### src/rtl/rll27_enc_stream_if.sv
// Handshake bundle for the RLL(2,7) stream encoder: a bit-input channel and a codeword output channel.
// The encoder uses the slave modport; the bit source and the word consumer use the master modport.
interface rll27_enc_stream_if;
   logic       data_bit_i;
   logic       data_valid_i;
   logic       flush_i;
   logic       data_ready_o;
   logic [7:0] cw_o;
   logic [1:0] cw_len_o;
   logic [1:0] cw_pad_o;
   logic       cw_valid_o;
   logic       cw_ready_i;

   modport slave (
      input  data_bit_i, data_valid_i, flush_i, cw_ready_i,
      output data_ready_o, cw_o, cw_len_o, cw_pad_o, cw_valid_o
   );

   modport master (
      output data_bit_i, data_valid_i, flush_i, cw_ready_i,
      input  data_ready_o, cw_o, cw_len_o, cw_pad_o, cw_valid_o
   );
endinterface

### src/rtl/rll27_enc_stream.sv
// Streaming RLL(2,7) encoder: prefix parser feeding a codeword FIFO with flush padding.
// Optional per-length emitted-word counters are built only when RLL_STATS_EN is defined.
module rll27_enc_stream #(
   parameter int FIFO_DEPTH = 4,
   parameter int CNT_W      = 16
) (
   input  logic             clk_i,
   input  logic             rst_i,
   rll27_enc_stream_if.slave bus,
   input  logic             stat_clr_i,
   output logic [CNT_W-1:0] stat4_o,
   output logic [CNT_W-1:0] stat6_o,
   output logic [CNT_W-1:0] stat8_o
);
   localparam int PTR_W = $clog2(FIFO_DEPTH);
   localparam logic [PTR_W:0]   CNT_FULL = (PTR_W+1)'(FIFO_DEPTH);
   localparam logic [PTR_W:0]   CNT_ONE  = (PTR_W+1)'(1);
   localparam logic [PTR_W-1:0] PTR_ONE  = PTR_W'(1);

   typedef enum logic [2:0] {IDLE, S1, S0, S00, S01, S001} state_t;

   typedef struct packed {
      logic [7:0] cw;
      logic [1:0] len;
      logic [1:0] pad;
   } entry_t;

   state_t           state_q, state_d, mid_state;
   logic             run_q;
   logic [PTR_W:0]   count_q, count_d;
   logic [PTR_W-1:0] wr_ptr_q, wr_ptr_d, rd_ptr_q, rd_ptr_d;
   entry_t           mem_q [FIFO_DEPTH];
   entry_t           mem_d [FIFO_DEPTH];
   entry_t           push_entry, head;
   logic             fifo_full, ready, beat_acc, flush_acc;
   logic             beat_emit, push, pop, cw_valid;

   assign fifo_full = (count_q == CNT_FULL);
   assign ready     = run_q & ~fifo_full;
   assign beat_acc  = bus.data_valid_i & ready;
   assign flush_acc = bus.flush_i & ready;
   assign cw_valid  = (count_q != '0);
   assign pop       = cw_valid & bus.cw_ready_i;
   assign head      = mem_q[rd_ptr_q];

   // The accepted bit is parsed first; a flush then pads whatever group is still open.
   always_comb begin
      mid_state  = state_q;
      beat_emit  = 1'b0;
      push_entry = '0;
      if (beat_acc) begin
         unique case (state_q)
            IDLE: mid_state = bus.data_bit_i ? S1 : S0;
            S1: begin
               mid_state  = IDLE;
               beat_emit  = 1'b1;
               push_entry = '{cw: bus.data_bit_i ? 8'h80 : 8'h40, len: 2'd1, pad: 2'd0};
            end
            S0: mid_state = bus.data_bit_i ? S01 : S00;
            S00: begin
               if (bus.data_bit_i) begin
                  mid_state = S001;
               end else begin
                  mid_state  = IDLE;
                  beat_emit  = 1'b1;
                  push_entry = '{cw: 8'h10, len: 2'd2, pad: 2'd0};
               end
            end
            S01: begin
               mid_state  = IDLE;
               beat_emit  = 1'b1;
               push_entry = '{cw: bus.data_bit_i ? 8'h20 : 8'h90, len: 2'd2, pad: 2'd0};
            end
            S001: begin
               mid_state  = IDLE;
               beat_emit  = 1'b1;
               push_entry = '{cw: bus.data_bit_i ? 8'h08 : 8'h24, len: 2'd3, pad: 2'd0};
            end
            default: mid_state = IDLE;
         endcase
      end
      state_d = mid_state;
      push    = beat_emit;
      if (flush_acc && !beat_emit) begin
         state_d = IDLE;
         unique case (mid_state)
            S1:   begin push = 1'b1; push_entry = '{cw: 8'h40, len: 2'd1, pad: 2'd1}; end
            S0:   begin push = 1'b1; push_entry = '{cw: 8'h10, len: 2'd2, pad: 2'd2}; end
            S00:  begin push = 1'b1; push_entry = '{cw: 8'h10, len: 2'd2, pad: 2'd1}; end
            S01:  begin push = 1'b1; push_entry = '{cw: 8'h90, len: 2'd2, pad: 2'd1}; end
            S001: begin push = 1'b1; push_entry = '{cw: 8'h24, len: 2'd3, pad: 2'd1}; end
            default: push = 1'b0;
         endcase
      end
   end

   always_comb begin
      mem_d    = mem_q;
      wr_ptr_d = wr_ptr_q;
      rd_ptr_d = rd_ptr_q;
      count_d  = count_q;
      if (push) begin
         mem_d[wr_ptr_q] = push_entry;
         wr_ptr_d        = wr_ptr_q + PTR_ONE;
      end
      if (pop) begin
         rd_ptr_d = rd_ptr_q + PTR_ONE;
      end
      if (push && !pop) begin
         count_d = count_q + CNT_ONE;
      end else if (pop && !push) begin
         count_d = count_q - CNT_ONE;
      end
   end

   always_ff @(posedge clk_i or negedge rst_i) begin
      if (!rst_i) begin
         state_q  <= IDLE;
         run_q    <= 1'b0;
         count_q  <= '0;
         wr_ptr_q <= '0;
         rd_ptr_q <= '0;
      end else begin
         state_q  <= state_d;
         run_q    <= 1'b1;
         count_q  <= count_d;
         wr_ptr_q <= wr_ptr_d;
         rd_ptr_q <= rd_ptr_d;
      end
   end

   // Storage needs no reset: the emptied count hides stale entries.
   always_ff @(posedge clk_i) begin
      mem_q <= mem_d;
   end

   assign bus.data_ready_o = ready;
   assign bus.cw_valid_o   = cw_valid;
   assign bus.cw_o         = cw_valid ? head.cw  : 8'h00;
   assign bus.cw_len_o     = cw_valid ? head.len : 2'd0;
   assign bus.cw_pad_o     = cw_valid ? head.pad : 2'd0;

`ifdef RLL_STATS_EN
   logic [CNT_W-1:0] stat4_q, stat4_d, stat6_q, stat6_d, stat8_q, stat8_d;
   localparam logic [CNT_W-1:0] STAT_ONE = CNT_W'(1);

   always_comb begin
      stat4_d = stat4_q;
      stat6_d = stat6_q;
      stat8_d = stat8_q;
      if (stat_clr_i) begin
         stat4_d = '0;
         stat6_d = '0;
         stat8_d = '0;
      end else if (pop) begin
         if (head.len == 2'd1 && stat4_q != '1) stat4_d = stat4_q + STAT_ONE;
         if (head.len == 2'd2 && stat6_q != '1) stat6_d = stat6_q + STAT_ONE;
         if (head.len == 2'd3 && stat8_q != '1) stat8_d = stat8_q + STAT_ONE;
      end
   end

   always_ff @(posedge clk_i or negedge rst_i) begin
      if (!rst_i) begin
         stat4_q <= '0;
         stat6_q <= '0;
         stat8_q <= '0;
      end else begin
         stat4_q <= stat4_d;
         stat6_q <= stat6_d;
         stat8_q <= stat8_d;
      end
   end

   assign stat4_o = stat4_q;
   assign stat6_o = stat6_q;
   assign stat8_o = stat8_q;
`else
   logic unused_stat_clr;
   assign unused_stat_clr = stat_clr_i;
   assign stat4_o = '0;
   assign stat6_o = '0;
   assign stat8_o = '0;
`endif
endmodule

### src/flat_wrapper.sv
// flat-port wrapper written by rule: the top's interface ports become plain ports
module rll27_enc_stream_flat 
#(
   parameter int FIFO_DEPTH = 4,
   parameter int CNT_W      = 16
)
  (clk_i, rst_i, stat_clr_i, stat4_o, stat6_o, stat8_o, bus_data_bit_i, bus_data_valid_i, bus_flush_i, bus_cw_ready_i, bus_data_ready_o, bus_cw_o, bus_cw_len_o, bus_cw_pad_o, bus_cw_valid_o);
  rll27_enc_stream_if bus_i ();
  input  logic clk_i;
  input  logic rst_i;
  input  logic stat_clr_i;
  output logic [CNT_W-1:0] stat4_o;
  output logic [CNT_W-1:0] stat6_o;
  output logic [CNT_W-1:0] stat8_o;
  input wire logic [$bits(bus_i.data_bit_i)-1:0] bus_data_bit_i;
  input wire logic [$bits(bus_i.data_valid_i)-1:0] bus_data_valid_i;
  input wire logic [$bits(bus_i.flush_i)-1:0] bus_flush_i;
  input wire logic [$bits(bus_i.cw_ready_i)-1:0] bus_cw_ready_i;
  output wire logic [$bits(bus_i.data_ready_o)-1:0] bus_data_ready_o;
  output wire logic [$bits(bus_i.cw_o)-1:0] bus_cw_o;
  output wire logic [$bits(bus_i.cw_len_o)-1:0] bus_cw_len_o;
  output wire logic [$bits(bus_i.cw_pad_o)-1:0] bus_cw_pad_o;
  output wire logic [$bits(bus_i.cw_valid_o)-1:0] bus_cw_valid_o;
  assign bus_i.data_bit_i = bus_data_bit_i;
  assign bus_i.data_valid_i = bus_data_valid_i;
  assign bus_i.flush_i = bus_flush_i;
  assign bus_i.cw_ready_i = bus_cw_ready_i;
  assign bus_data_ready_o = bus_i.data_ready_o;
  assign bus_cw_o = bus_i.cw_o;
  assign bus_cw_len_o = bus_i.cw_len_o;
  assign bus_cw_pad_o = bus_i.cw_pad_o;
  assign bus_cw_valid_o = bus_i.cw_valid_o;
  rll27_enc_stream #(.FIFO_DEPTH(FIFO_DEPTH), .CNT_W(CNT_W)) u_core (.clk_i(clk_i), .rst_i(rst_i), .bus(bus_i), .stat_clr_i(stat_clr_i), .stat4_o(stat4_o), .stat6_o(stat6_o), .stat8_o(stat8_o));
endmodule
### config.mk
export PLATFORM = sky130hd
export DESIGN_NAME = rll27_enc_stream_flat
export DESIGN_NICKNAME = d
export VERILOG_FILES = /design/src/rtl/rll27_enc_stream_if.sv /design/src/rtl/rll27_enc_stream.sv /design/src/flat_wrapper.sv
export SDC_FILE = /design/constraint.sdc
export NUM_CORES = 1
export LEC_CHECK = 0
export BUFFER_PORTS_ARGS = -buffer_cell sky130_fd_sc_hd__buf_2
export CORE_MARGIN = 5
export CORE_UTILIZATION = 55
export CTS_CLUSTER_DIAMETER = 50
export CTS_CLUSTER_SIZE = 30
export DETAILED_ROUTE_END_ITERATION = 16
export HOLD_SLACK_MARGIN = 0.08
export PLACE_DENSITY_LB_ADDON = 0.12
export SYNTH_ARGS = -nofsm -noshare
export SYNTH_HDL_FRONTEND = slang
export SYNTH_SLANG_ARGS = --single-unit
### constraint.sdc
create_clock -name clk_i -period 4.57 [get_ports clk_i]
set_clock_uncertainty 0.1 [all_clocks]
set_input_delay 0.457 -clock clk_i [delete_from_list [all_inputs] [get_ports clk_i]]
set_output_delay 0.457 -clock clk_i [all_outputs]
set_load 0.005 [all_outputs]
[Word level (Yosys, flattened, before mapping)]
Cells that the tools add are included.
Word-level totals
  register bits: 59
  output and inout port bits: 62
  word-level logic and storage cells: 84
Operators by class
  $add $sub $neg: 4
  order comparisons: 3
  equality and inequality tests: 11
  muxes and demuxes: 30
  bitwise operators: 7
  reduce and logical (&&, ||, !) cells: 12
Operators with widths (count)
  12-bit 2-to-1 mux: 5
  12-bit case mux with 5 select lines: 1
  48-bit bitwise mux: 1
  12-bit case mux with 4 select lines: 1
  12-bit binary-select mux with 2-bit select: 1
  12-bit demux with 2-bit select: 1
  8-bit 2-to-1 mux: 3
  3-bit 2-to-1 mux: 6
  3-bit equality test (second input constant): 5
  3-bit by 2-bit equality test with 1-bit output (second input constant): 4
  9-bit 2-to-1 mux: 1
  3-bit case mux with 3 select lines: 1
  3-bit by 1-bit equality test with 1-bit output (second input constant): 2
  3-bit >= comparator (second input constant): 2
  2-bit 2-to-1 mux: 3
  6-bit 2-to-1 mux: 1
  2-bit NOT with 3-bit output: 2
  5-bit OR reduction: 1
  2-bit by 1-bit adder with 2-bit output (second input constant): 2
  1-bit bitwise AND: 4
  1-bit logical AND: 4
  1-bit 2-to-1 mux: 4
  3-bit by 1-bit adder with 3-bit output (second input constant): 1
  1-bit logical NOT: 3
  8 further kinds: 8

[Longest topological paths before layout]
Gate-level depths: netlist of the first run.
  word-level depth: 13
  mapped depth: 10
  depth with buffers taken out: 9

[Worst setup path after synthesis of the first run]
OpenSTA, ideal clock, no wires.
  kind: input to register
  start point: in bus_data_valid_i
  end point: reg u_core.count_q[2]
  setup time: 79 ps
  arrival: 2258 ps
  setup slack: 2133 ps
  stages: 10
  cell sequence: buf_4 > inv_1 > a31o_1 > nor4b_4 > ha_1 > inv_1 > fa_1 > xor2_1 > nor2_1 > xor2_1
Between the ends
  longest elaborated chain between the ends: 9
  elaborated cells between the ends (all ways): 18
  those cells by class: eq/ne: 5; mux: 5; bitwise: 1; reduce/logical: 7
RTL lines
  start: declaration: line flat_wrapper.sv:16  | input wire logic [$bits(bus_i.data_valid_i)-1:0] bus_data_valid_i;
  1-bit bitwise AND (*): line rll27_enc_stream.sv:40  | assign beat_acc = bus.data_valid_i & ready;
  3-bit 2-to-1 mux: line rll27_enc_stream.sv:51  | if (beat_acc) begin
  3-bit by 1-bit equality test with 1-bit output, or another cell as far along: line rll27_enc_stream.sv:86  | unique case (mid_state)
  5-bit OR reduction (no source line)
  1-bit 2-to-1 mux: line rll27_enc_stream.sv:86
  1-bit 2-to-1 mux (*): line rll27_enc_stream.sv:84  | if (flush_acc && !beat_emit) begin
  net u_core.push: line rll27_enc_stream.sv:36  | logic beat_emit, push, pop, cw_valid;
  1-bit logical NOT: line rll27_enc_stream.sv:111  | end else if (pop && !push) begin
  1-bit logical AND: line rll27_enc_stream.sv:111
  2-bit nonzero test (no source line)
  end signal: assignment: line rll27_enc_stream.sv:126  | count_q <= count_d;
  end: declaration: line rll27_enc_stream.sv:30  | logic [PTR_W:0] count_q, count_d;
The timed path passes the listed nets; every way through them passes the cells marked *.
A chain may end at the register's enable or synchronous reset.

[Final worst setup path of the first run]
  start point: reg u_core.state_q[0]
  end point: reg u_core.count_q[2]
Between the ends
  longest elaborated chain between the ends: 10
  elaborated cells between the ends (all ways): 26
  those cells by class: eq/ne: 10; mux: 7; reduce/logical: 9
RTL lines
  start: declaration: line rll27_enc_stream.sv:28  | state_t state_q, state_d, mid_state;
  start signal: assignment: line rll27_enc_stream.sv:124  | state_q <= state_d;
  3-bit by 2-bit equality test with 1-bit output, or another cell as far along: line rll27_enc_stream.sv:52  | unique case (state_q)
  3-bit case mux with 3 select lines or 3-bit OR reduction (tied branches)
  3-bit 2-to-1 mux or 1-bit case mux with 2 select lines (tied branches): line rll27_enc_stream.sv:51, rll27_enc_stream.sv:52
  3-bit by 1-bit equality test with 1-bit output, or another cell as far along: line rll27_enc_stream.sv:86
  5-bit OR reduction (no source line) or 1-bit logical NOT (tied branches)
  1-bit 2-to-1 mux or 1-bit logical AND (tied branches): line rll27_enc_stream.sv:86, rll27_enc_stream.sv:84
  1-bit 2-to-1 mux (*): line rll27_enc_stream.sv:84
  net u_core.push: line rll27_enc_stream.sv:36
  1-bit logical NOT: line rll27_enc_stream.sv:111
  1-bit logical AND: line rll27_enc_stream.sv:111
  2-bit nonzero test (no source line)
Marks and branches as above.

==> results.md, run 1 <==
Logic synthesis:
- The Yosys step of the flow raised 0 warnings.
- The number of distinct standard cells referenced by the synthesized netlist is 47.
- The share of synthesized registers carrying an async set or reset is 21.6%.
- The most repeated cell in the gate-level netlist after synthesis is sky130_fd_sc_hd__buf_4.
- After synthesis, the most frequently instantiated cells are sky130_fd_sc_hd__buf_4, sky130_fd_sc_hd__edfxtp_1, sky130_fd_sc_hd__and2_1.
- The synthesized area per cell is 12.3 um2.
- The leading area contributor after synthesis is sky130_fd_sc_hd__edfxtp_1.
- The fraction of the yosys area taken by sequential cells is 51.0%.
- The number of flops mapped to enable cells by yosys is 40.
- Summed over its instances, the top area cell type makes up 41.5% of the synthesized netlist area.
- The number of synthesized register bits is 51.
- The cell area that synthesis handed to floorplanning was 2900 um2.
- The most common flop cell mapped by yosys is sky130_fd_sc_hd__edfxtp_1.
- After technology mapping, the gate count stands at 235.
- By area the synthesized netlist is led by sky130_fd_sc_hd__edfxtp_1, sky130_fd_sc_hd__buf_4, sky130_fd_sc_hd__dfrtp_1, sky130_fd_sc_hd__mux4_2, sky130_fd_sc_hd__and2_1.

Detailed routing:
- The routed length per placed instance is 14.4 um.
- The post-route DRC violation count is 0.
- After detailed routing, the total wire length is 4620 um.
- The detailed router placed 1576 vias in this run.
- The number of detailed-route iterations in the first pass is 4.
- For this block, the initial DRC count from the detailed router was 56.
- The count of nets left with antenna violations after detail routing is 0.
- Dividing the detail-routed via count by the number of cells gives 4.93.

Pwr:
- Combinational logic burns 33.9% of the power.
- The power per cell area is 498 nW/um2.
- The worst-case vdd ir drop is 0.312 mV.
- The clock network burns 18.3% of the power.
- The internal power is 980 uW.
- The switching power is 481 uW.
- The switching fraction of total power is 32.9%.
- The share of total power in sequential cells is 47.8%.
- The leakage power summed over all cells is 1.13 nW.

Worst setup path:
- The worst path arrival time is 2.97 ns.
- The setup check on the worst reg-to-reg path leaves a slack of 1.72 ns.
- For the worst flop-to-flop path, the logic depth is 9.
- The type of the worst setup path is register to register.
- For this design, the slowest cell found on the critical path is sky130_fd_sc_hd__dfrtp_1.
- The largest fanout of any net on the critical path is 19.
- The worst setup path is captured at a register.
- The dominant delay contributor by cell family on the critical path is flip-flops.
- The number of cells on the critical path is 9.
- STA classifies the critical path startpoint as a register.
- At the worst endpoint, the required time is 4.70 ns.
- Walking the worst path, the cells encountered are nor2_2 -> a31o_1 -> nor4b_4 -> ha_1 -> inv_1 -> fa_1 -> xor2_1 -> nor2_1 -> xor2_1.
- The number of buffers and inverters on the critical path is 1.
- The largest stage delay on the critical path is 0.74 ns.
- The cell with the most instances on the worst path is sky130_fd_sc_hd__xor2_1.

Timing:
- Setup repair after global routing left no endpoint under its margin.
- In the final timing run, aggregate negative setup slack is 0 ns.
- The worst pin sits at a relative slew slack of 52.7%.
- Derived from the worst setup path, the maximum achievable clock frequency is 351 MHz.
- The number of hold-slack violations in the final timing report was 0.
- Setup violations remaining at the end of the flow were counted as 0.
- The final period demand of the worst path is 2.85 ns.
- The number of max-slew violations in the final report is 0.
- The fraction of the cycle the final worst path needs is 62.3%.
- The measured slew at the worst slew-check pin is 0.710 ns.

Final layout:
- The count of cells in the finished layout, fillers not included, comes to 320.
- The antenna diode count is 0.
- From synthesis to final layout, the design area changed by 1.34%.
- The number of nets in the layout is 262.
- The final core utilization is 57.5%.
- The fill cell total of the finished layout is 451.
- The share of layout cells above drive strength 1 is 16.4%.
- After routing the design area is 2940 um2.

Place:
- The placed standard-cell area is 2830 um2.
- The HPWL reported at the end of detailed placement is 3340 um.
- The congestion estimate from routability-driven global placement came to 0.811.
- The post-placement cell count is 311.
- Buffers placed on the I/O ports in this run total 17.

Status:
- The run finished with clean final reports.

Job:
- The reported max-cap violation count is 0.

Hold path:
- The worst hold path class is primary input to register.
- The worst hold path passes through 3 cells.

GRT:
- The first-pass GRT wire length is 7270 um.
- The largest net degree at the start of global routing is 20.
- The initial antenna violation count is 0.
- Global routing finished with a remaining overflow of 0.
- The number of global-route vias before repair is 1425.
- Across every metal layer, demand over resource in global routing totals 14.6%.

CTS:
- Buffers inserted to repair hold after CTS numbered 1.
- The longest clock path from root to sink contains 2 buffers.
- The TritonCTS clock tree is built.
- The number of setup buffers added after CTS is 0.
- The buffer type at the clock tree root is sky130_fd_sc_hd__clkbuf_8.
- The number of gates resized after CTS is 0.
- The clock buffer count from CTS is 5.
- At the later pin of the worst-skew pair, clock insertion delay measures 0.30 ns.
- The H-tree was split into 2 levels.
- The clock slew at the register clock pins of the worst setup and hold paths is 0.09 ns.
- The number of sinks handled by clock tree synthesis is 51.

Floorplan:
- Once the floorplan was initialized, standard cells occupied 56.7% of the core.
- In this run the core area contains 26 standard-cell rows.
- The vertical die dimension is 82.6 um.
- The die area is 6820 um2.
- The count of boundary I/O pins is 69.
- In this run the standard cell core region covers 5110 um2.
- The horizontal die dimension is 82.6 um.
[layout by cell type, fill, tap and decap left out, types with 7 or more instances in the layout]
master and count:
sky130_fd_sc_hd__and2_1 15, sky130_fd_sc_hd__mux4_2 10, sky130_fd_sc_hd__edfxtp_1 40, sky130_fd_sc_hd__buf_2 17, sky130_fd_sc_hd__inv_1 7, sky130_fd_sc_hd__dfrtp_1 11, sky130_fd_sc_hd__conb_1 51, sky130_fd_sc_hd__nand2_1 13
[final cells by class]
cell class | count | area (um2) | share of cell area (%)
clock buffer | 6 | 82.6 | 2.81
clock inverter | 2 | 16.3 | 0.554
inverter | 7 | 26.3 | 0.895
multi-input combinational | 166 | 1150 | 39.2
sequential | 51 | 1480 | 50.3
tap | 70 | 87.6 | 2.98
timing repair buffer | 18 | 95.1 | 3.24
[flip-flops by register name, summed over array words and instances, names as in the netlist]
signal / cells
u_core.wr_ptr_q: 2
u_core.count_q: 3
u_core.run_q: 1
u_core.rd_ptr_q: 2
u_core.state_q: 3
u_core.mem_q: 40
[kinds of logic (layout without fill, tap and decap cells)]
logic type	count (synthesis)	count (layout)	share of synthesized area (%)
other cells	2	51	0.259
fa+ha+maj	7	7	3.20
simple gates	62	62	12.5
xor+xnor	8	8	2.42
flops	51	51	51.0
buf+inv	67	33	15.6
compound gates	24	24	5.66
mux	14	14	9.37
[per-layer routing]
metal | global-route usage (%) | vias up | routed length (um)
met5 | 0 | - | 0
met4 | 3.92 | 0 | 44
met3 | 2.93 | 4 | 318
met2 | 24.4 | 50 | 2330
met1 | 19.4 | 759 | 1920
li1 | - | 763 | -
[worst register-to-register path, stage by stage, from the launching register on]
cell and delay (ns):
sky130_fd_sc_hd__dfrtp_1 0.74, sky130_fd_sc_hd__nor2_2 0.09, sky130_fd_sc_hd__a31o_1 0.27, sky130_fd_sc_hd__nor4b_4 0.46, sky130_fd_sc_hd__ha_1 0.27, sky130_fd_sc_hd__inv_1 0.06
sky130_fd_sc_hd__fa_1 0.37, sky130_fd_sc_hd__xor2_1 0.15, sky130_fd_sc_hd__nor2_1 0.12, sky130_fd_sc_hd__xor2_1 0.16
[power by group through the flow]
stage	registers, mW	clock network, mW	logic (mW)
2_1_floorplan	0.630	0	0.474
3_3_place_gp	0.713	0	0.495
3_5_place_dp	0.715	0	0.500
4_1_cts	0.704	0.277	0.502
5_1_grt	0.719	0.297	0.559
6_report	0.698	0.268	0.495
[worst paths after layout]
| kind | end | start |
|---|---|---|
| worst max register to register | u_core.count_q[2] | u_core.state_q[0] |
| worst min register to register | u_core.count_q[2] | u_core.count_q[2] |
| worst min-delay path | u_core.rd_ptr_q[1] | bus_cw_ready_i |
| min in group asynchronous | u_core.rd_ptr_q[0] | rst_i |
| max in group asynchronous | u_core.wr_ptr_q[0] | rst_i |
| worst max-delay path | u_core.count_q[2] | u_core.state_q[0] |
[stage by stage]
stage / hold slack, ns / setup slack (ns) / power (mW)
2_1_floorplan: 0.0614 / 2.13 / 1.10
3_3_place_gp: 0.240 / 1.75 / 1.21
3_5_place_dp: 0.242 / 1.73 / 1.21
4_1_cts: 0.334 / 1.70 / 1.48
5_1_grt: 0.365 / 1.48 / 1.57
6_report: 0.339 / 1.72 / 1.46
(Power assumes the default switching activity.)
==> inputs of run 2 (changes only) <==
--- a/config.mk
+++ b/config.mk
@@ -7,7 +7,7 @@
 export LEC_CHECK = 0
 export BUFFER_PORTS_ARGS = -buffer_cell sky130_fd_sc_hd__buf_2
 export CORE_MARGIN = 5
-export CORE_UTILIZATION = 55
+export CORE_UTILIZATION = 54
 export CTS_CLUSTER_DIAMETER = 50
 export CTS_CLUSTER_SIZE = 30
 export DETAILED_ROUTE_END_ITERATION = 16
==> constraint.sdc (replaced) <==
create_clock -name clk_i -period 2.9 [get_ports clk_i]
set_clock_uncertainty 0.1 [all_clocks]
set_input_delay 0.29 -clock clk_i [delete_from_list [all_inputs] [get_ports clk_i]]
set_output_delay 0.29 -clock clk_i [all_outputs]
set_load 0.005 [all_outputs]
==> run 2 against run 1 <==
Against the previous run: power grew 65%; utilization grew 0.66 points; clock power rose by 78%; fmax increased by 18%; sequential share of layout area is 1.2 points lower; critical path depth is the same; first-iteration DRC count is 20% higher; critical path type unchanged; largest cell class unchanged.
==> results.md, run 2 (synthesized netlist as in run 1, its figures left out) <==
Floorplan:
- The total number of placement rows is 26 (unchanged).
- The die area is 6930 um2 (+1.6%).
- The count of boundary I/O pins is 69 (unchanged).
- The starting density of the core came to 56.0% (-0.71 points).
- The area of the core region was 5170 um2 (+1.3%).
- The horizontal die dimension is 83.2 um (+0.81%).
- The vertical die dimension is 83.2 um (+0.81%).

Pwr:
- The leakage power summed over all cells came to 1.18 nW (+3.9%).
- The internal power is 1.64 mW (+67%).
- The power per cell area was 800 nW/um2 (+61%).
- The switching power is 764 uW (+59%).
- The share of total power in sequential cells came to 44.5% (-3.3 points).
- The clock share of power came to 19.8% (+1.5 points).
- The worst-case vdd ir drop came to 0.428 mV (+37%).
- The combinational fraction of design power is 35.6% (+1.7 points).
- The switching fraction of total power was 31.7% (-1.2 points).
- The overall power of the completed layout is 2.41 mW (+65%).

GRT:
- The total congestion overflow came to 0 (unchanged).
- The largest net degree at the start of global routing was 17 (-15%).
- The first-pass GRT wire length is 7920 um (+9.0%).
- The number of global-route vias before repair is 1491 (+4.6%).
- The initial antenna violation count is 0 (unchanged).
- The total routing usage reported by global routing is 14.4% (-0.19 points).

Place:
- The routability congestion estimate came to 0.863 (+6.4%).
- The worst slack at placement is 0.498 ns (-1.24 ns).
- The number of buffers added on ports was 17 (unchanged).
- The placed standard-cell area is 2890 um2 (+2.1%).
- The HPWL reported at the end of detailed placement was 3430 um (+2.7%).

Detailed routing:
- The via count is 1639 (+4.0%).
- The count of nets left with antenna violations after detail routing is 0 (unchanged).
- The final wirelength came to 4780 um (+3.6%).
- The detailed-route vias per instance is 5.00 (+1.5%).
- The initial DRC count was 67 (+20%).
- The number of detailed-route iterations in the first pass was 4 (unchanged).
- The routed length per placed instance is 14.6 um (+1.0%).
- The post-route DRC violation count came to 0 (unchanged).

Timing:
- The final period demand of the worst path is 2.41 ns (-0.435 ns).
- The fraction of the cycle the final worst path needs was 83.2% (+21 points).
- The highest clock frequency the design can meet is 415 MHz (+18%).
- The total of endpoints with negative setup slack in the final report is 0 (unchanged).
- The summed negative setup slack over all endpoints is 0 ns (unchanged).
- The number of hold-slack violations in the final timing report is 0 (unchanged).
- The worst setup margin was 0.487 ns (-1.24 ns).
- The number of max-slew violations in the final report came to 0 (unchanged).
- The measured slew at the worst slew-check pin came to 0.717 ns (+0.00700 ns).
- The headroom to the max-slew limit was 52.2% (-0.47 points).
- Setup repair after global routing left no endpoint under its margin.

Job:
- The reported max-cap violation count is 0 (unchanged).

Hold path:
- The worst hold path class is primary input to register.

CTS:
- TritonCTS built the clock tree.
- The clock latency at the later pin of the worst-skew pair is 0.30 ns (about the same).
- The CTS H-tree depth is 2 (unchanged).
- The post-cts hold buffer count came to 1 (unchanged).
- The buffer depth of the longest clock path came to 2 (unchanged).
- The clock slew at the register clock pins of the worst setup and hold paths is 0.09 ns (about the same).
- The number of gates resized after CTS is 0 (unchanged).
- The clock buffer count from CTS is 5 (unchanged).
- The number of setup buffers added after CTS is 0 (unchanged).
- The buffer type at the clock tree root is sky130_fd_sc_hd__clkbuf_8.
- The number of sinks handled by clock tree synthesis is 51 (unchanged).

Worst setup path:
- STA classifies the critical path startpoint as a register.
- The type of the worst setup path is register to register.
- The cell with the most instances on the worst path is sky130_fd_sc_hd__xor2_1.
- The largest individual stage delay along the critical path comes from the cell sky130_fd_sc_hd__dfrtp_1.
- STA classifies the critical path endpoint as a register.
- The worst path arrival time came to 2.54 ns (-0.43 ns).
- The number of buffers and inverters on the critical path is 1 (unchanged).
- The largest fanout of any net on the critical path is 7 (-12).
- The data required time of the worst path was 3.02 ns (-1.68 ns).
- Traced cell by cell, the critical path runs through or3b_1 -> nand2_2 -> nor4b_4 -> ha_1 -> inv_1 -> fa_1 -> xor2_1 -> nor2_1 -> xor2_1.
- The largest stage delay on the critical path is 0.44 ns (-0.30 ns).
- The dominant delay contributor by cell family on the critical path is simple AND/OR/NAND/NOR gates.

Final layout:
- In the final layout, the registers with the most flip-flops are u_core.mem_q (40), u_core.count_q (3), u_core.state_q (3).
- The number of nets in the layout was 270 (+3.1%).
- Leaving out fill and tap cells, the most frequent cells in the layout are sky130_fd_sc_hd__conb_1, sky130_fd_sc_hd__edfxtp_1, sky130_fd_sc_hd__buf_2.
- The flip-flop count of the largest register after layout is 40 (unchanged).
- The final core utilization is 58.1% (+0.66 points).
- The library cell used most frequently in the layout, excluding fill and tap cells, is sky130_fd_sc_hd__conb_1.
- The register ranked first by flip-flop count is u_core.mem_q.
- The area growth from synthesis to layout is 3.80%.
- The antenna diode count came to 0 (unchanged).
- The share of layout cells above drive strength 1 is 18.6% (+2.2 points).
- The cell area after layout was 3010 um2 (+2.4%).

Status:
- The run finished with clean final reports.
[run 2: worst reg2reg max path: stages (launching register included)]
cell,delay (ns)
sky130_fd_sc_hd__dfrtp_1,0.44
sky130_fd_sc_hd__or3b_1,0.24
sky130_fd_sc_hd__nand2_2,0.17
sky130_fd_sc_hd__nor4b_4,0.32
sky130_fd_sc_hd__ha_1,0.23
sky130_fd_sc_hd__inv_1,0.06
sky130_fd_sc_hd__fa_1,0.37
sky130_fd_sc_hd__xor2_1,0.15
sky130_fd_sc_hd__nor2_1,0.11
sky130_fd_sc_hd__xor2_1,0.16
[run 2: layout make-up]
cell class / instances / area [um2]
Fill cell: 418 / 2170
Sequential cell: 51 / 1480
Multi-Input combinational cell: 166 / 1150
Timing Repair Buffer: 26 / 155
Tap cell: 70 / 87.6
Clock buffer: 6 / 72.6
Clock inverter: 2 / 37.5
Inverter: 7 / 26.3
[run 2: worst paths after layout]
path	slack [ns]	endpoint	start	depth (start not counted)
max reg2reg	0.49	u_core.count_q[2]	u_core.count_q[0]	9
max	0.49	u_core.count_q[2]	u_core.count_q[0]	9
min reg2reg	0.40	u_core.count_q[2]	u_core.count_q[2]	1
max in group asynchronous	2.21	u_core.run_q	rst_i	2
min in group asynchronous	0.28	u_core.wr_ptr_q[1]	rst_i	2
min	0.18	u_core.rd_ptr_q[1]	bus_cw_ready_i	3
[run 2: layer usage]
metal  global-route usage [%]  wire [um]  vias up
li1                         -          -      779
met1                     19.6       2000      773
met2                     23.0       2330       77
met3                     2.67        361       10
met4                     5.05         93        0
met5                        0          0        -
[run 2: power groups by stage]
stage | Clock (mW) | Sequential (mW) | Combinational, mW
detailed placement | 0 | 1.09 | 0.865
global placement | 0 | 1.09 | 0.855
CTS | 0.495 | 1.08 | 0.869
finish | 0.477 | 1.07 | 0.857
global route | 0.528 | 1.10 | 0.960
floorplan | 0 | 0.993 | 0.747
[run 2: metrics by stage]
stage / std cells / hold slack, ns
2_1_floorplan: 284 / -0.106
3_3_place_gp: 319 / 0.0823
3_5_place_dp: 319 / 0.0831
5_1_grt: 328 / 0.185
6_report: 328 / 0.177
4_1_cts: 328 / 0.174
==> inputs of run 3 (changes only) <==
--- a/config.mk
+++ b/config.mk
@@ -7,7 +7,7 @@
 export LEC_CHECK = 0
 export BUFFER_PORTS_ARGS = -buffer_cell sky130_fd_sc_hd__buf_2
 export CORE_MARGIN = 5
-export CORE_UTILIZATION = 54
+export CORE_UTILIZATION = 49
 export CTS_CLUSTER_DIAMETER = 50
 export CTS_CLUSTER_SIZE = 30
 export DETAILED_ROUTE_END_ITERATION = 16
==> constraint.sdc (replaced) <==
create_clock -name clk_i -period 2.1 [get_ports clk_i]
set_clock_uncertainty 0.1 [all_clocks]
set_input_delay 0.21 -clock clk_i [delete_from_list [all_inputs] [get_ports clk_i]]
set_output_delay 0.21 -clock clk_i [all_outputs]
set_load 0.005 [all_outputs]
==> run 3 against run 2 <==
Against the previous run: the flow now finishes with violations (setup timing); fmax up 12%; sequential share of layout area fell by 5.4 points; flip-flop and latch count is the same; hold slack better by 0.024 ns; clock-buffer cell count unchanged; die area increased by 8.9%; largest cell class unchanged.
==> results.md, run 3 (synthesized netlist as in run 1, its figures left out) <==
Timing:
- The final period demand of the worst path came to 2.15 ns (-0.261 ns).
- The tightest hold margin is 0.201 ns (+0.0242 ns).
- The total of endpoints with negative setup slack in the final report came to 2 (+2).
- The highest clock frequency the design can meet is 465 MHz (+12%).
- The number of max-slew violations in the final report came to 0 (unchanged).
- The fraction of the cycle the final worst path needs is 102% (+19 points).
- The worst setup margin is -0.0520 ns (-0.539 ns).
- The summed negative setup slack over all endpoints is -0.0786 ns (-0.0786 ns).
- The headroom to the max-slew limit is 55.8% (+3.6 points).
- The number of hold-slack violations in the final timing report is 0 (unchanged).
- Setup repair after global routing could not meet its margin everywhere.
- The measured slew at the worst slew-check pin is 0.661 ns (-0.0564 ns).

CTS:
- The clock latency at the later pin of the worst-skew pair was 0.29 ns (about the same).
- The number of sinks handled by clock tree synthesis is 51 (unchanged).
- TritonCTS built the clock tree.
- The clock slew at the register clock pins of the worst setup and hold paths is 0.08 ns (about the same).
- The clock buffer count from CTS is 5 (unchanged).
- The CTS H-tree depth is 2 (unchanged).
- The buffer type at the clock tree root is sky130_fd_sc_hd__clkbuf_8.
- The buffer depth of the longest clock path came to 2 (unchanged).

Place:
- The routability congestion estimate is 0.845 (-2.2%).
- The number of buffers added on ports is 17 (unchanged).
- The HPWL reported at the end of detailed placement is 3780 um (+10%).

Worst setup path:
- The data required time of the worst path is 2.22 ns (-0.80 ns).
- The worst setup path is of the register to register kind.
- In this run the critical register-to-register path is captured at u_core.count_q[2].
- The worst register-to-register path begins at u_core.state_q[2].
- The critical path launch point is u_core.state_q[2].
- The cell depth of the worst flop-to-flop path was 9 (unchanged).
- STA classifies the critical path endpoint as a register.
- The element type at the critical path start is a register.
- The worst path arrival time is 2.27 ns (-0.27 ns).
- The reg-to-reg setup timing slack came to -0.05 ns (-0.54 ns).
- The largest fanout of any net on the critical path is 4 (-3).
- Following the worst setup path forward leads to its endpoint at u_core.count_q[2].

GRT:
- The first-pass GRT wire length came to 8330 um (+5.1%).
- The met2 routing resource usage after global routing is 24.8% (+1.7 points).
- The initial antenna violation count is 0 (unchanged).
- The total congestion overflow was 0 (unchanged).
- The peak-usage layer in the global routing report is met2.
- The total routing usage reported by global routing was 14.5% (+0.14 points).
- The met3 routing resource usage after global routing is 2.84% (+0.16 points).
- The largest net degree at the start of global routing is 18 (+1).
- The global routing met1 resource utilization is 18.9% (-0.68 points).
- The number of global-route vias before repair is 1666 (+12%).

Detailed routing:
- The final wirelength is 5280 um (+11%).
- The detailed-route vias per instance came to 4.78 (-4.4%).
- The count of nets left with antenna violations after detail routing is 0 (unchanged).
- The number of detailed-route iterations in the first pass is 4 (unchanged).
- The routed length per placed instance is 14.6 um (+0.42%).
- The post-route DRC violation count is 0 (unchanged).
- The via count is 1724 (+5.2%).
- The initial DRC count is 69 (+3.0%).

Final layout:
- The fill cell total of the finished layout is 513 (+23%).
- Leaving out fill and tap cells, the most frequent cell in the layout is sky130_fd_sc_hd__conb_1.
- The final core utilization came to 57.7% (-0.39 points).
- In the final layout, the registers with the most flip-flops are u_core.mem_q (40), u_core.count_q (3), u_core.state_q (3).
- The share of layout cells above drive strength 1 is 30.8% (+12 points).
- The number of nets in the layout is 298 (+10%).
- The flip-flop count of the largest register after layout is 40 (unchanged).
- The register ranked first by flip-flop count is u_core.mem_q.
- Relative to the synthesized area, the layout overhead comes to 16.6%.
- In the layout the commonest cells are sky130_fd_sc_hd__conb_1, sky130_fd_sc_hd__edfxtp_1, sky130_fd_sc_hd__buf_4.
- The antenna diode count is 0 (unchanged).

Status:
- The checks that failed: setup timing.
- The run finished, with violations left.

Pwr:
- The leakage power summed over all cells was 1.36 nW (+16%).
- The overall power of the completed layout is 3.79 mW (+58%).
- The worst-case vdd ir drop is 0.595 mV (+39%).
- The power per cell area is 1120 nW/um2 (+40%).

Floorplan:
- The count of boundary I/O pins is 69 (unchanged).
- The die area came to 7550 um2 (+8.9%).
- The vertical die dimension is 86.9 um (+4.4%).
- The horizontal die dimension is 86.9 um (+4.4%).
- The area of the core region is 5850 um2 (+13%).
- The starting density of the core was 49.5% (-6.5 points).
- The total number of placement rows is 28 (+7.7%).

Job:
- The reported max-cap violation count is 0 (unchanged).

Hold path:
- The tightest min-delay check is of the primary input to async pin type.
[run 3: cell count changes in the layout (fill, tap and decap cells not counted), moves of 4 or more]
cell                     delta
sky130_fd_sc_hd__and2_1     -4
sky130_fd_sc_hd__and2_4     +4
sky130_fd_sc_hd__buf_12     +5
sky130_fd_sc_hd__buf_4     +21
[run 3: layout make-up]
class	instances	area, um2	area share, %
clock buffer	6	72.6	2.15
clock inverter	2	60.1	1.78
inverter	7	26.3	0.778
multi-input combinational	166	1210	36.0
sequential	51	1480	43.7
tap	75	93.8	2.78
timing repair buffer	54	434	12.9
[run 3: worst min path at each step]
| stage | start | end | slack [ns] | cells past startpoint |
|---|---|---|---|---|
| after floorplan | rst_i | u_core.count_q[0] | -0.19 | 0 |
| after global placement | rst_i | u_core.count_q[0] | -0.009 | 1 |
| after detailed placement | rst_i | u_core.count_q[0] | -0.003 | 1 |
| after CTS | bus_cw_ready_i | u_core.rd_ptr_q[0] | 0.10 | 3 |
| after global routing | rst_i | u_core.count_q[0] | 0.21 | 2 |
| final | rst_i | u_core.count_q[0] | 0.20 | 2 |
[run 3: layer usage]
| metal | vias to the layer above | routed length, um |
|---|---|---|
| met5 | - | 0 |
| met4 | 0 | 38 |
| met3 | 4 | 269 |
| met2 | 53 | 2650 |
| met1 | 825 | 2330 |
| li1 | 842 | - |
[run 3: power breakdown]
group	internal (mW)	leakage, nW	total, mW	switching (mW)
sequential	1.27	0.496	1.40	0.129
clock	0.476	0.0654	0.783	0.307
combinational	0.889	0.803	1.61	0.718
total	2.64	1.36	3.79	1.15
[run 3: critical path: stages (launching register included)]
cell,delay [ns]
sky130_fd_sc_hd__dfrtp_1,0.41
sky130_fd_sc_hd__nor2_2,0.06
sky130_fd_sc_hd__a31o_1,0.20
sky130_fd_sc_hd__nor4b_4,0.30
sky130_fd_sc_hd__ha_2,0.23
sky130_fd_sc_hd__inv_2,0.04
sky130_fd_sc_hd__fa_2,0.33
sky130_fd_sc_hd__xor2_1,0.14
sky130_fd_sc_hd__nor2_1,0.11
sky130_fd_sc_hd__xor2_1,0.15
[run 3: stage by stage]
| stage | worst slack, ns | instances | cell area, um2 |
|---|---|---|---|
| floorplan | -0.191 | 284 | 3110 |
| global placement | -0.0602 | 346 | 3140 |
| detailed placement | -0.0859 | 346 | 3140 |
| CTS | -0.0777 | 358 | 3310 |
| global route | -0.187 | 361 | 3380 |
| finish | -0.0520 | 361 | 3380 |
[run 3: timing repair]
action	4_1_cts	5_1_grt
pin swaps	5	3
endpoints found under the setup margin	2	19
endpoints found under the hold margin	11	1
gates resized for setup	1	10
hold buffers	1	1
setup buffers	3	2
